### config.mk
export PLATFORM = sky130hd
export DESIGN_NAME = sync_serial_tx
export DESIGN_NICKNAME = d
export VERILOG_FILES = /design/src/rtl/sync_serial_pkg.sv /design/src/rtl/sync_serial_shreg.sv /design/src/rtl/sync_serial_tx.sv
export SDC_FILE = /design/constraint.sdc
export NUM_CORES = 1
export LEC_CHECK = 0
export BUFFER_PORTS_ARGS = -buffer_cell sky130_fd_sc_hd__buf_2
export CORE_MARGIN = 2
export CORE_UTILIZATION = 57
export CTS_BUF_LIST = sky130_fd_sc_hd__clkbuf_4 sky130_fd_sc_hd__clkbuf_8
export DETAILED_ROUTE_END_ITERATION = 8
export PLACE_DENSITY = 0.84
export SYNTH_ARGS = -nofsm -noshare
export SYNTH_HDL_FRONTEND = slang
export SYNTH_SLANG_ARGS = --single-unit
### constraint.sdc
create_clock -name clk -period 2.34 [get_ports clk]
set_input_delay 0.234 -clock clk [delete_from_list [all_inputs] [get_ports clk]]
set_output_delay 0.234 -clock clk [all_outputs]
set_load 0.03 [all_outputs]
### src/rtl/sync_serial_pkg.sv
// Shared definitions for the single-wire synchronous serial link.
package sync_serial_pkg;

  localparam int unsigned DEFAULT_DATA_W = 8;

  typedef enum logic [1:0] {
    IDLE   = 2'd0,
    SHIFT  = 2'd1,
    PARITY = 2'd2,
    GAP    = 2'd3
  } state_t;

  // Parity bit from the XOR-reduction of a word; odd=1 inverts it.
  function automatic logic parity_bit(input logic data_xor, input logic odd);
    return data_xor ^ odd;
  endfunction

endpackage

### src/rtl/sync_serial_shreg.sv
// Loadable shift register presenting its head bit in the configured bit order.
module sync_serial_shreg
  import sync_serial_pkg::*;
#(
  parameter int unsigned DATA_W    = DEFAULT_DATA_W,
  parameter bit          MSB_FIRST = 1'b1
) (
  input  logic              clk,
  input  logic              reset,
  input  logic              load,
  input  logic              shift,
  input  logic [DATA_W-1:0] load_data,
  output logic              bit_out
);

  logic [DATA_W-1:0] sr_q;

  always_ff @(posedge clk or negedge reset) begin
    if (!reset) begin
      sr_q <= '0;
    end else if (load) begin
      sr_q <= load_data;
    end else if (shift) begin
      sr_q <= MSB_FIRST ? (sr_q << 1) : (sr_q >> 1);
    end
  end

  assign bit_out = MSB_FIRST ? sr_q[DATA_W-1] : sr_q[0];

endmodule

### src/rtl/sync_serial_tx.sv
// Transmit end of the synchronous serial link: handshake in a word, shift it out
// with optional parity, then hold the line idle for a programmable gap.
module sync_serial_tx
  import sync_serial_pkg::*;
#(
  parameter int unsigned DATA_W     = DEFAULT_DATA_W,
  parameter bit          MSB_FIRST  = 1'b1,
  parameter bit          PARITY_EN  = 1'b0,
  parameter bit          PARITY_ODD = 1'b0,
  parameter int unsigned GAP_CYCLES = 1,
  parameter logic        IDLE_LEVEL = 1'b1
) (
  input  logic              clk,
  input  logic              reset,
  input  logic [DATA_W-1:0] tx_data,
  input  logic              tx_valid,
  output logic              tx_ready,
  output logic              ser_out,
  output logic              ser_frame,
  output logic              tx_done,
  output logic              busy
);

  localparam int unsigned      CNT_W       = $clog2(DATA_W + 1);
  localparam int unsigned      GAP_W       = (GAP_CYCLES > 1) ? $clog2(GAP_CYCLES) : 1;
  localparam logic [CNT_W-1:0] LAST_BIT    = CNT_W'(DATA_W - 1);
  localparam logic [GAP_W-1:0] GAP_LAST    = GAP_W'((GAP_CYCLES > 0) ? GAP_CYCLES - 1 : 0);
  localparam state_t           AFTER_FRAME = (GAP_CYCLES > 0) ? GAP : IDLE;

  state_t            state_q, state_d;
  logic [CNT_W-1:0]  bit_cnt_q, bit_cnt_d;
  logic [GAP_W-1:0]  gap_cnt_q, gap_cnt_d;
  logic              parity_q, parity_d;
  logic              ser_out_d, ser_frame_d, tx_done_d;
  logic              sh_load, sh_shift, sh_bit;
  logic              first_bit;
  logic [DATA_W-1:0] load_word;

  // The first bit leaves straight from tx_data, so the register is loaded one step ahead.
  assign first_bit = MSB_FIRST ? tx_data[DATA_W-1] : tx_data[0];
  assign load_word = MSB_FIRST ? (tx_data << 1) : (tx_data >> 1);

  sync_serial_shreg #(
    .DATA_W    (DATA_W),
    .MSB_FIRST (MSB_FIRST)
  ) u_shreg (
    .clk       (clk),
    .reset     (reset),
    .load      (sh_load),
    .shift     (sh_shift),
    .load_data (load_word),
    .bit_out   (sh_bit)
  );

  assign tx_ready = (state_q == IDLE);
  assign busy     = (state_q != IDLE);

  always_comb begin
    state_d     = state_q;
    bit_cnt_d   = bit_cnt_q;
    gap_cnt_d   = gap_cnt_q;
    parity_d    = parity_q;
    sh_load     = 1'b0;
    sh_shift    = 1'b0;
    ser_out_d   = IDLE_LEVEL;
    ser_frame_d = 1'b0;
    tx_done_d   = 1'b0;

    case (state_q)
      IDLE: begin
        if (tx_valid) begin
          state_d   = SHIFT;
          bit_cnt_d = '0;
          parity_d  = parity_bit(^tx_data, PARITY_ODD);
          sh_load   = 1'b1;
        end
      end
      SHIFT: begin
        if (bit_cnt_q == LAST_BIT) begin
          state_d   = PARITY_EN ? PARITY : AFTER_FRAME;
          gap_cnt_d = '0;
        end else begin
          bit_cnt_d = bit_cnt_q + CNT_W'(1);
          sh_shift  = 1'b1;
        end
      end
      PARITY: begin
        state_d   = AFTER_FRAME;
        gap_cnt_d = '0;
      end
      GAP: begin
        if (gap_cnt_q == GAP_LAST) begin
          state_d = IDLE;
        end else begin
          gap_cnt_d = gap_cnt_q + GAP_W'(1);
        end
      end
      default: state_d = IDLE;
    endcase

    // Line outputs are decoded from the next state so they stay in phase with it.
    case (state_d)
      SHIFT: begin
        ser_frame_d = 1'b1;
        ser_out_d   = (state_q == IDLE) ? first_bit : sh_bit;
        tx_done_d   = !PARITY_EN && (bit_cnt_d == LAST_BIT);
      end
      PARITY: begin
        ser_frame_d = 1'b1;
        ser_out_d   = parity_q;
        tx_done_d   = 1'b1;
      end
      default: ;
    endcase
  end

  always_ff @(posedge clk or negedge reset) begin
    if (!reset) begin
      state_q   <= IDLE;
      bit_cnt_q <= '0;
      gap_cnt_q <= '0;
      parity_q  <= 1'b0;
      ser_out   <= IDLE_LEVEL;
      ser_frame <= 1'b0;
      tx_done   <= 1'b0;
    end else begin
      state_q   <= state_d;
      bit_cnt_q <= bit_cnt_d;
      gap_cnt_q <= gap_cnt_d;
      parity_q  <= parity_d;
      ser_out   <= ser_out_d;
      ser_frame <= ser_frame_d;
      tx_done   <= tx_done_d;
    end
  end

endmodule
=== Word-level counts from Yosys, hierarchy flattened ===
Cells that the tools add are included.

* Output and inout port bits: 5
* Flip-flop bits (word level): 19
* Bits of input ports: 11
* Logic and storage cells: 46

* Add/subtract/negate cells: 2
* Multiplexer cells: 20
* Reduce and logical (&&, ||, !) cells: 8
* Equal/unequal tests: 8

{| class="wikitable"
|+ Operators with widths
! cell !! number
|-
| two-way mux 8 bit || 2
|-
| equality test 4 x 3 -> 1 bit (second input constant) || 2
|-
| two-way mux 1 bit || 8
|-
| two-way mux 4 bit || 2
|-
| case mux 2 bit (4 select lines) || 1
|-
| case mux 4 bit (2 select lines) || 1
|-
| XOR reduction 8 bit || 1
|-
| equality test 2 bit (second input constant) || 3
|-
| two-way mux 2 bit || 3
|-
| adder 4 x 1 -> 4 bit (second input constant) || 1
|-
| equality test 2 x 1 -> 1 bit (second input constant) || 2
|-
| case mux 1 bit (2 select lines) || 2
|-
| AND reduction 2 bit || 2
|-
| nonzero test 2 bit || 2
|-
| case mux 1 bit (3 select lines) || 1
|-
| nonzero test 3 bit || 1
|-
| logical NOT 2 bit || 1
|-
| != test 2 bit (second input constant) || 1
|-
| OR reduction 2 bit || 1
|-
| adder 1 bit (second input constant) || 1
|}

=== Longest topological paths before layout ===
Gate-level depths: netlist of the first run.

* Word-level depth: 6
* Depth in mapped cells: 10
* Depth with buffers taken out: 9

=== Cells and area by module ===
A second synthesis of the first run with hierarchy kept.

* Cell total of the unflattened synthesis: 102
* Area, all modules: 1048.5 um^2

{| class="wikitable"
|+ Modules (own cells, without submodules)
! module !! seq. area each (um^2) !! area each (um^2) !! cells each !! times used
|-
| sync_serial_tx || 251.5 || 679.4 || 68 || 1
|-
| sync_serial_shreg || 200.2 || 369.1 || 34 || 1
|}

=== Least setup slack after synthesis of the first run ===
Ideal clock, no wire load.

* Kind: register to register
* Start point: register state_q[0]
* End point: register tx_done
* Setup time: 95 ps
* Stages on the path, launching flop included: 11
* Path slack: 281 ps
* Buffers on the path: 1
* Data arrival time: 1964 ps
* Data required time: 2245 ps
* Clock period less this slack: 2059 ps
* Cell sequence: dfrtp_1 -> inv_1 -> ha_1 -> buf_6 -> and2_2 -> nor2_1 -> o21a_1 -> ha_1 -> inv_1 -> o2111ai_2 -> o32ai_2

* Word-level cells in the longest chain between the ends: 4
* Elaborated cells between the ends (all ways): 13
* Those cells by class: eq/ne: 6; mux: 6; reduce/logical: 1

{| class="wikitable"
|+ RTL lines
! item !! line !! RTL
|-
| start: declaration || sync_serial_tx.sv:30 || <nowiki>state_t state_q, state_d;</nowiki>
|-
| start signal: assignment || sync_serial_tx.sv:127 || <nowiki>state_q <= state_d;</nowiki>
|-
| logical NOT 2 bit * || -- ||
|-
| net tx_ready || sync_serial_tx.sv:17 || <nowiki>output logic tx_ready,</nowiki>
|-
| case mux 2 bit (4 select lines) * || sync_serial_tx.sv:69 || <nowiki>case (state_q)</nowiki>
|-
| net state_d[1] || sync_serial_tx.sv:30 ||
|-
| equality test 2 bit or equality test 2 x 1 -> 1 bit (tied branches) || sync_serial_tx.sv:102 || <nowiki>case (state_d)</nowiki>
|-
| case mux 1 bit (2 select lines) * || sync_serial_tx.sv:102 ||
|-
| net tx_done_d || sync_serial_tx.sv:34 || <nowiki>logic ser_out_d, ser_frame_d, tx_done_d;</nowiki>
|-
| end signal: assignment || sync_serial_tx.sv:133 || <nowiki>tx_done <= tx_done_d;</nowiki>
|-
| end: declaration || sync_serial_tx.sv:20 || <nowiki>output logic tx_done,</nowiki>
|}

Mark *: on every way through the listed nets, which the timed path passes. The rest lies on a longest branch.
A chain may end at the register's enable or synchronous reset.

=== Worst setup path after layout of the first run ===
* Start point: register state_q[1]
* End point: register tx_done

* Word-level cells in the longest chain between the ends: 4
* Elaborated cells between the ends (all ways): 13
* Those cells by class: eq/ne: 6; mux: 6; reduce/logical: 1

{| class="wikitable"
|+ RTL lines
! item !! line
|-
| equality test 2 bit, or another cell as far along || sync_serial_tx.sv:69
|-
| case mux 2 bit (4 select lines) * || sync_serial_tx.sv:69
|-
| net state_d[1] || sync_serial_tx.sv:30
|-
| equality test 2 bit or equality test 2 x 1 -> 1 bit (tied branches) || sync_serial_tx.sv:102
|-
| case mux 1 bit (2 select lines) * || sync_serial_tx.sv:102
|-
| net tx_done_d || sync_serial_tx.sv:34
|}

Marks and branches as above.

==> results of run 1 <==
through the flow:
| step | hold slack [ns] | instances |
|---|---|---|
| CTS | 0.202 | 130 |
| finish | 0.202 | 130 |
| global placement | 0.165 | 125 |
| floorplan | -0.0616 | 97 |
| global route | 0.201 | 130 |
| detailed placement | 0.175 | 125 |
power by group:
group | switching (µW) | internal [µW] | total (µW)
sequential | 100 | 451 | 551
clock | 96.1 | 78.1 | 174
combinational | 593 | 419 | 1010
path summary, 6_finish.rpt:
path	startpoint	end	slack [ns]	cells past startpoint
worst max-delay path	state_q[1]	tx_done	0.19	9
worst min-delay path	tx_data[0]	u_shreg.sr_q[1]	0.20	3
worst max register to register	state_q[1]	tx_done	0.19	9
worst min register to register	parity_q	parity_q	0.54	2
max in group asynchronous	reset	ser_out	1.65	2
min in group asynchronous	reset	state_q[1]	0.37	2
cell usage after synthesis:
| cell type | number | area, µm² |
|---|---|---|
| a21oi_1 | 8 | 40.0 |
| a221o_1 | 1 | 10.0 |
| a221o_2 | 1 | 11.3 |
| a22oi_1 | 1 | 7.51 |
| a32o_1 | 1 | 10.0 |
| and2_1 | 1 | 6.26 |
| and2_2 | 1 | 7.51 |
| and3b_1 | 1 | 8.76 |
| buf_6 | 2 | 22.5 |
| clkbuf_1 | 1 | 3.75 |
| dfrtp_1 | 16 | 400 |
| dfstp_2 | 1 | 26.3 |
| ha_1 | 6 | 75.1 |
| inv_1 | 9 | 33.8 |
| mux2_2 | 1 | 11.3 |
| mux2i_1 | 6 | 60.1 |
| mux2i_2 | 1 | 13.8 |
| nand2_1 | 8 | 30.0 |
| nand2_2 | 1 | 6.26 |
| nand3_1 | 3 | 15.0 |
| nand3b_1 | 1 | 7.51 |
| nor2_1 | 11 | 41.3 |
| nor3_1 | 1 | 5.00 |
| o2111ai_2 | 1 | 15.0 |
| o211ai_1 | 1 | 7.51 |
| o21a_1 | 1 | 7.51 |
| o21ai_0 | 1 | 5.00 |
| o32ai_2 | 1 | 16.3 |
| or2_2 | 1 | 6.26 |
| xnor2_1 | 7 | 61.3 |
| xor2_1 | 1 | 8.76 |
critical path: stages, from the launching register on:
cell and delay [ns]:
dfrtp_1 0.42, inv_1 0.09, ha_1 0.36, and2_2 0.24, nor2_1 0.06, o21a_1 0.14
ha_1 0.35, inv_1 0.10, o2111ai_2 0.11, o32ai_2 0.21
state kept, by name, indices dropped and copies added (netlist names):
name	count
parity_q	1
state_q	2
ser_out	1
u_shreg.sr_q	7
ser_frame	1
bit_cnt_q	4
tx_done	1
what timing repair did:
item / in CTS / in global routing
endpoints found under the setup margin: 0 / 0
endpoints found under the hold margin: 16 / 0
hold buffers: 1 / 0
cell usage in the layout, fill, tap and decap left out, types with 3 or more instances in the layout:
master	instances
dfrtp_1	16
buf_2	15
nor2_1	11
inv_1	9
a21oi_1	8
nand2_1	8
xnor2_1	7
mux2i_1	6
ha_1	6
clkbuf_4	4
nand3_1	3
layout make-up:
type,count,area [µm²]
fill,116,469
clock buffer,4,30.0
sequential,17,427
multi-input combinational,68,494
tap,16,20.0
inverter,9,33.8
timing repair buffer,16,85.1
cells by family after synthesis:
group | after synthesis | synth area share [%]
simple gates | 29 | 13.6
buf+inv | 12 | 6.12
mux | 8 | 8.67
flops | 17 | 43.5
xor+xnor | 8 | 7.14
compound gates | 17 | 13.3
fa+ha+maj | 6 | 7.65
layer usage:
layer,GRT usage (%),wire [µm]
met2,38.9,1040
met5,0,0
met1,26.1,864
met3,5.95,97
met4,13.5,34
==> reports/qor.csv, run 1 <==
metric;value;unit
timing_worst_setup_path_type;reg -> reg;
clock_sinks;17;
synth_area;981;µm²
place_hpwl;1.49;mm
diodes;0;
cts_max_level;1;
syn_to_final_growth;11.1;%
antenna_found_initial;0;
ys_seq_area_share;43.5;%
grt_start_max_net_pins;18;
drcViolationCount;0;
grt.total_usage;23.1;%
final_layout_size_suffix_gt1_share;24.6;%
synth_cells;97;
synth_warnings;0;
cts_tree;done;
viasPerCell;5.67;
setup_viol;0;
root_buffer;clkbuf_4;
clk_latency;0.30;ns
start_kind;flip-flop;
syn_avg_cell_area;10.1;µm²
crit_path_end_kind;flip-flop;
rsz0062_at_grt;no;
yosysUniqueCellTypes;31;
crit_required;2.55;ns
cts_resized;0;
start_util;62.9;%
drv_slew;0;
rows;14;
syn_nets;114;
clockBufferDepth;2;
die_y;45.5;µm
die-area;0.00207;mm²
max_freq;0.465;GHz
vdd_drop_max;1.24;mV
worst_slack;0.189;ns
nNetsFinal;132;
drt_iter0_drc;21;
setup-tns-final;0;ns
io_pins;16;
core_area;0.00156;mm²
ys_ff_latch;17;
path_clk_slew;0.10;ns
wl;2.03;mm
crit_fanout;10;
drv_cap;0;
hold_viol;0;
worst_pin_slew;0.462;ns
firstDrtPassIters;4;
skew;0.00102;ns
grt_pass1_vias;780;
cts_buffers;3;
ant_nets;0;
period_needed;2.15;ns
overflow;0;
via_count;737;
postLayoutCoreUtil;69.9;%
critPathArrivalTime;2.36;ns
power_leakage;0.000526;µW
die_w;45.5;µm
dpl-instance-area;0.00105;mm²
postCtsSetupBuffers;0;
stdcell_area;0.00109;mm²
gp_congestion;0.791;
outcome;finished clean;
wl_per_cell;15.6;µm
maxSlewHeadroom;69.1;%
grt_pass1_wl;3.25;mm
port-buffer-count;15;
p_total;1740;µW
place_worst_setup_slack;0.248;ns
hold_path_class;in -> reg;
power.density;1590;mW/mm²
period_share;91.9;%
No activity file was read; power rests on OpenSTA's default activity.
==> run 2, diff against run 1 <==
CAP_MARGIN = 20   (was not set)
PLACE_DENSITY = 0.8   (was 0.84)
==> run 2 against run 1 <==
Sequential cell count is the same. Global-route usage shrank 2.6 points. First-iteration DRC count shrank 52%. Wire length shrank 13%. Clock skew grew 0.0076 ns. Design area grew 0.46%. Critical path depth is the same. Sequential share of layout area shrank 0.18 points. Maximum frequency grew 3.2%. Final cell count grew 0.77%. Worst hold slack lost 0.029 ns. Register-to-register slack gained 0.07 ns. Largest cell class unchanged. Largest power group unchanged. Highest routed layer unchanged.
==> reports/qor.csv, run 2 (synthesis gave the netlist of run 1 again) <==
metric;value;unit;change
rsz0062_at_grt;no;;unchanged
vdd_drop_max;1.02;mV;was 1.24 mV
outcome;finished clean;;unchanged
place_worst_setup_slack;0.289;ns;was 0.248 ns
cts_resized;0;;unchanged
postCtsSetupBuffers;0;;unchanged
hold_path_class;in -> reg;;unchanged
grt_start_max_net_pins;18;;unchanged
reg.largest.list;u_shreg.sr_q x7, bit_cnt_q x4, state_q x2;;unchanged
max_freq;0.480;GHz;was 0.465 GHz
hold_buffers;1;;unchanged
largest-register;u_shreg.sr_q;;unchanged
start_kind;flip-flop;;unchanged
seqPwrFrac;32.2;%;was 31.7%
top_usage_layer;met2;;unchanged
postLayoutCoreUtil;70.2;%;was 69.9%
port-buffer-count;15;;unchanged
syn_to_final_growth;11.6;%;was 11.1%
power.density;1540;mW/mm²;was 1590 mW/mm²
grtUsageMet2;32.1;%;was 38.9%
drcViolationCount;0;;unchanged
worst_pin_slew;0.450;ns;was 0.462 ns
final_common_cell;dfrtp_1;;unchanged
clk_latency;0.30;ns;about the same
drt_iter0_drc;10;;was 21
viasPerCell;5.59;;was 5.67
worst_slack;0.256;ns;was 0.189 ns
final_layout_size_suffix_gt1_share;25.2;%;was 24.6%
largest_reg_flops;7;;unchanged
crit_fanout;10;;unchanged
drv_slew;0;;unchanged
crit_required;2.55;ns;about the same
cts_buffers;3;;unchanged
critPathArrivalTime;2.29;ns;was 2.36 ns
grt.total_usage;20.5;%;was 23.1%
via_count;732;;was 737
pwr-share-comb;58.1;%;was 58.3%
drv_cap;0;;unchanged
overflow;0;;unchanged
period_needed;2.08;ns;was 2.15 ns
die_y;45.5;µm;unchanged
cts_tree;done;;unchanged
rows;14;;unchanged
nNetsFinal;133;;was 132
diodes;0;;unchanged
hold_viol;0;;unchanged
setup_viol;0;;unchanged
final_cell_mix;16 x dfrtp_1, 15 x buf_2, 11 x nor2_1;;unchanged
antenna_found_initial;0;;unchanged
root_buffer;clkbuf_4;;unchanged
reg2reg_depth;9;;unchanged
timing_worst_setup_path_type;reg -> reg;;unchanged
use_met1;27.7;%;was 26.1%
setup-tns-final;0;ns;unchanged
clock_sinks;17;;unchanged
place_hpwl;1.37;mm;was 1.49 mm
ant_nets;0;;unchanged
firstDrtPassIters;4;;unchanged
wl_per_cell;13.5;µm;was 15.6 µm
crit_path_end_kind;flip-flop;;unchanged
skew;0.00867;ns;was 0.00102 ns
period_share;89.1;%;was 91.9%
maxSlewHeadroom;70.0;%;was 69.1%
min_path_cells;3;;unchanged
io_pins;16;;unchanged
cts_max_level;1;;unchanged
start_util;62.9;%;unchanged
clockBufferDepth;2;;unchanged
grt_use_met3;2.38;%;was 5.95%
gp_congestion;0.826;;was 0.791
p_sw;745;µW;was 789 µW
core_area;0.00156;mm²;unchanged
switching_share;44.3;%;was 45.4%
clock_power_share;9.7;%;was 10.0%
intPower;937;µW;was 948 µW
grt_pass1_vias;681;;was 780
die_w;45.5;µm;unchanged
wl;1.77;mm;was 2.03 mm
path_clk_slew;0.11;ns;was 0.10 ns
grt_pass1_wl;2.95;mm;was 3.25 mm
die-area;0.00207;mm²;unchanged
power_leakage;0.000530;µW;was 0.000526 µW
==> run 2: changes by cell type in the layout (fill, tap and decap cells not counted) <==
cell and delta:
clkinv_2 +1, buf_4 +1, clkbuf_4 -1
==> run 2: final timing paths <==
check                                start         endpoint  slack, ns
min reg2reg                u_shreg.sr_q[1]  u_shreg.sr_q[1]       0.51
max in group asynchronous            reset          ser_out       1.68
min                             tx_data[0]  u_shreg.sr_q[1]       0.17
max                             state_q[0]          tx_done       0.26
max reg2reg                     state_q[0]          tx_done       0.26
min in group asynchronous            reset  u_shreg.sr_q[7]       0.35
==> run 2: layout make-up <==
class / instances / area, µm²
clock inverters: 1 / 5.00
repair buffers: 17 / 92.6
well taps: 16 / 20.0
inverters: 9 / 33.8
flip-flops and latches: 17 / 427
fillers: 112 / 464
clock buffers: 3 / 22.5
multi-input cells: 68 / 494
==> run 2: power groups by stage <==
stage | sequential, µW | combinational (µW) | clock [µW]
finish | 542 | 977 | 163
global route | 561 | 1090 | 176
CTS | 543 | 988 | 165
detailed placement | 549 | 982 | 0
global placement | 543 | 954 | 0
floorplan | 576 | 782 | 0
==> run 2: critical path: stages (launching register included) <==
cell and delay [ns]:
dfrtp_1 0.41, inv_1 0.08, ha_1 0.36, and2_2 0.22, nor2_1 0.05, o21a_1 0.13
ha_1 0.35, inv_1 0.10, o2111ai_2 0.10, o32ai_2 0.21
==> run 2: metrics by stage <==
| stage | hold WS [ns] | cell area (µm²) | cells | total power, µW |
|---|---|---|---|---|
| detailed placement | 0.172 | 1060 | 126 | 1530 |
| finish | 0.173 | 1090 | 131 | 1680 |
| global placement | 0.170 | 1060 | 126 | 1500 |
| global route | 0.172 | 1090 | 131 | 1820 |
| floorplan | -0.0616 | 981 | 97 | 1360 |
| CTS | 0.170 | 1090 | 131 | 1700 |
==> run 2: routing by layer <==
metal / vias up / part of all wire (%) / wire, µm
met5: - / 0 / 0
met4: 0 / 2.4 / 42
met3: 5 / 2.3 / 41
met2: 12 / 49 / 867
met1: 351 / 46 / 813
li1: 364 / - / -
==> run 3, diff against run 2 <==
ABC_AREA = 1   (was not set)
==> run 3 against run 2 <==
Synthesized cell count grew 31%. Count of clock-buffer cells in the layout up 1. Design area grew 4.8%. Combinational power decreased by 16%. Critical path type unchanged. Register-to-register slack gained 0.16 ns. Synthesized area rose by 4.0%. First-iteration DRC count fell by 10%. Sequential power shrank 2%. Clock skew fell by 0.0036 ns. Critical endpoint unchanged. Sequential share of layout area shrank 1.8 points. Utilization shrank 3.0 points.
==> reports/qor.csv, run 3 <==
metric;value;unit;change
gp_congestion;0.843;;was 0.826
async_flop_share;100;%;unchanged
largest_reg_flops;7;;unchanged
grt_pass1_vias;743;;was 681
viasPerCell;5.00;;was 5.59
drv_cap;0;;unchanged
io_pins;16;;unchanged
synth_top_family_by_area;simple AND/OR/NAND/NOR gates;;unchanged
cts_max_level;1;;unchanged
synthMuxAreaShare;0;%;was 8.67%
synth_edf_count;0;;unchanged
grt.total_usage;21.5;%;was 20.5%
postLayoutCoreUtil;67.2;%;was 70.2%
nNetsFinal;163;;was 133
crit_fanout;6;;was 10
grt_start_max_net_pins;18;;unchanged
ys_top_cells_by_count;32 x nand2_1, 16 x dfrtp_1, 15 x inv_1;;was 16 x dfrtp_1, 11 x nor2_1, 9 x inv_1
setup_viol;0;;unchanged
drv_slew;0;;unchanged
cts_tree;done;;unchanged
ys_seq_area_share;41.8;%;was 43.5%
hold_viol;0;;unchanged
synth_ff_type;dfrtp_1;;unchanged
synthXorXnorAreaFrac;6.87;%;was 7.14%
synth_top_area_share;39.3;%;was 40.8%
port-buffer-count;15;;unchanged
fin_cells;170;;was 131
path_clk_slew;0.09;ns;was 0.11 ns
regArea;427;µm²;unchanged
timing_worst_setup_path_type;reg -> reg;;unchanged
dpl-instance-area;0.00111;mm²;was 0.00106 mm²
firstDrtPassIters;5;;was 4
crit_required;2.52;ns;was 2.55 ns
final_common_cell;nand2_1;;was dfrtp_1
outcome;finished clean;;unchanged
largest-register;u_shreg.sr_q;;unchanged
r2r-start;state_q[1];;was state_q[0]
multiInputGateArea;507;µm²;was 494 µm²
start_util;59.7;%;was 62.9%
ant_nets;0;;unchanged
die-area;0.00214;mm²;was 0.00207 mm²
period_share;82.4;%;was 89.1%
yosysTopAreaCell;dfrtp_1;;unchanged
cp-startpoint;state_q[1];;was state_q[0]
core_area;0.00171;mm²;was 0.00156 mm²
start_kind;flip-flop;;unchanged
clk_latency;0.28;ns;was 0.30 ns
setup-tns-final;0;ns;unchanged
crit_path_end_kind;flip-flop;;unchanged
final_cell_mix;32 x nand2_1, 16 x dfrtp_1, 15 x inv_1, 15 x buf_2, 13 x nor2_1;;was 16 x dfrtp_1, 15 x buf_2, 11 x nor2_1
clockBufferDepth;2;;unchanged
place_hpwl;1.55;mm;was 1.37 mm
final_layout_size_suffix_gt1_share;20.7;%;was 25.2%
cts_buffers;3;;unchanged
hold_path_class;in -> reg;;unchanged
power.density;1320;mW/mm²;was 1540 mW/mm²
wl_per_cell;11.1;µm;was 13.5 µm
period_needed;1.93;ns;was 2.08 ns
rows;15;;was 14
syn_to_final_growth;12.5;%;was 11.6%
power_leakage;0.000575;µW;was 0.000530 µW
dp.cells;165;;was 126
syn_nets;144;;was 114
grt_pass1_wl;3.19;mm;was 2.95 mm
hold_start;tx_data[0];;unchanged
root_buffer;clkbuf_4;;unchanged
antenna_found_initial;0;;unchanged
maxSlewHeadroom;66.1;%;was 70.0%
yosysUniqueCellTypes;26;;was 31
skew;0.00507;ns;was 0.00867 ns
syn_avg_cell_area;8.03;µm²;was 10.1 µm²
yosysMostFrequentCell;nand2_1;;was dfrtp_1
stdcell_area;0.00115;mm²;was 0.00109 mm²
synth_area_leaders;dfrtp_1 39%, nand2_1 12%, ha_1 7.4%;;was dfrtp_1 41%, ha_1 7.7%, xnor2_1 6.3%
drt_iter0_drc;9;;was 10
critPathArrivalTime;2.11;ns;was 2.29 ns
via_count;850;;was 732
diodes;0;;unchanged
synth_cells;127;;was 97
worst_pin_slew;0.508;ns;was 0.450 ns
wl;1.89;mm;was 1.77 mm
reg.largest.list;u_shreg.sr_q x7, bit_cnt_q x4, state_q x2;;unchanged
synth_warnings;0;;unchanged
synth_compound_area_share;10.7;%;was 13.3%
max_freq;0.519;GHz;was 0.480 GHz
ys_ff_latch;17;;unchanged
yosys.area_share.adder;7.36;%;was 7.65%
rsz0062_at_grt;no;;unchanged
fillers;143;;was 112
clock_sinks;17;;unchanged
p_total;1520;µW;was 1680 µW
yosys.area_share.simple;24.8;%;was 13.6%
postCtsSetupBuffers;0;;unchanged
overflow;0;;unchanged
vdd_drop_max;0.750;mV;was 1.02 mV
synth_area;0.00102;mm²;was 981 µm²
die_w;46.3;µm;was 45.5 µm
drcViolationCount;0;;unchanged
die_y;46.3;µm;was 45.5 µm
[run 3: changes by cell type after synthesis, sizes merged, moves of 4 or more]
cell,delta
o21ai,+6
a21oi,-5
a31oi,+5
nand2,+25
mux2i,-7
nand3,+4
nor2,+4
inv,+8
[run 3: cell families (layout without fill, tap and decap cells)]
| family | Yosys count | in the layout |
|---|---|---|
| compound gates | 17 | 17 |
| simple gates | 59 | 59 |
| flops | 17 | 17 |
| buf+inv | 20 | 38 |
| xor+xnor | 8 | 8 |
| fa+ha+maj | 6 | 6 |
[run 3: per-layer routing]
layer / track usage [%] / vias to the layer above / routed length, µm
met5: 0 / - / 0
met4: 8.57 / 0 / 34
met3: 2.35 / 5 / 72
met2: 38.3 / 18 / 976
met1: 26.2 / 392 / 812
li1: - / 435 / -
[run 3: area by class of cell]
| type | count | share of cell area, % |
|---|---|---|
| flip-flops and latches | 17 | 37.2 |
| well taps | 25 | 2.73 |
| inverters | 18 | 5.89 |
| clock buffers | 4 | 2.62 |
| multi-input cells | 90 | 44.2 |
| repair buffers | 16 | 7.42 |
[run 3: report_power, final]
part	leakage, µW	internal (µW)	total, µW	switching [µW]
clock	0.0000184	77.8	163	84.8
combinational	0.000355	296	821	525
sequential	0.000202	438	532	94.7
total	0.000575	811	1520	704
[run 3: path summary, 6_finish.rpt]
kind                                    to  slack, ns  cells past startpoint
min in group asynchronous  u_shreg.sr_q[1]       0.42                      2
max in group asynchronous          ser_out       1.61                      2
setup reg to reg                   tx_done       0.41                     12
hold / removal             u_shreg.sr_q[1]       0.18                      3
hold reg to reg            u_shreg.sr_q[1]       0.53                      2
setup / recovery                   tx_done       0.41                     12
[run 3: worst max-delay path, cell delays in order (launching register included)]
cell and delay, ns:
dfrtp_1 0.41, inv_1 0.11, ha_1 0.28, inv_2 0.11
nand2_1 0.11, o21ai_1 0.07, a21oi_1 0.24, inv_1 0.08
ha_1 0.21, nand2_1 0.07, nor2_1 0.04, nand2_1 0.07
a21oi_2 0.05
[run 3: per-stage QoR]
| stage | setup WS, ns | hold slack, ns |
|---|---|---|
| detailed placement | 0.446 | 0.173 |
| CTS | 0.427 | 0.186 |
| global route | 0.237 | 0.205 |
| global placement | 0.574 | 0.165 |
| finish | 0.413 | 0.182 |
| floorplan | 0.290 | -0.0616 |
[run 3: what timing repair did]
action,4_1_cts,5_1_grt
endpoints found under the hold margin,16,0
endpoints found under the setup margin,0,0
resized for setup,0,0
hold buffers,1,0
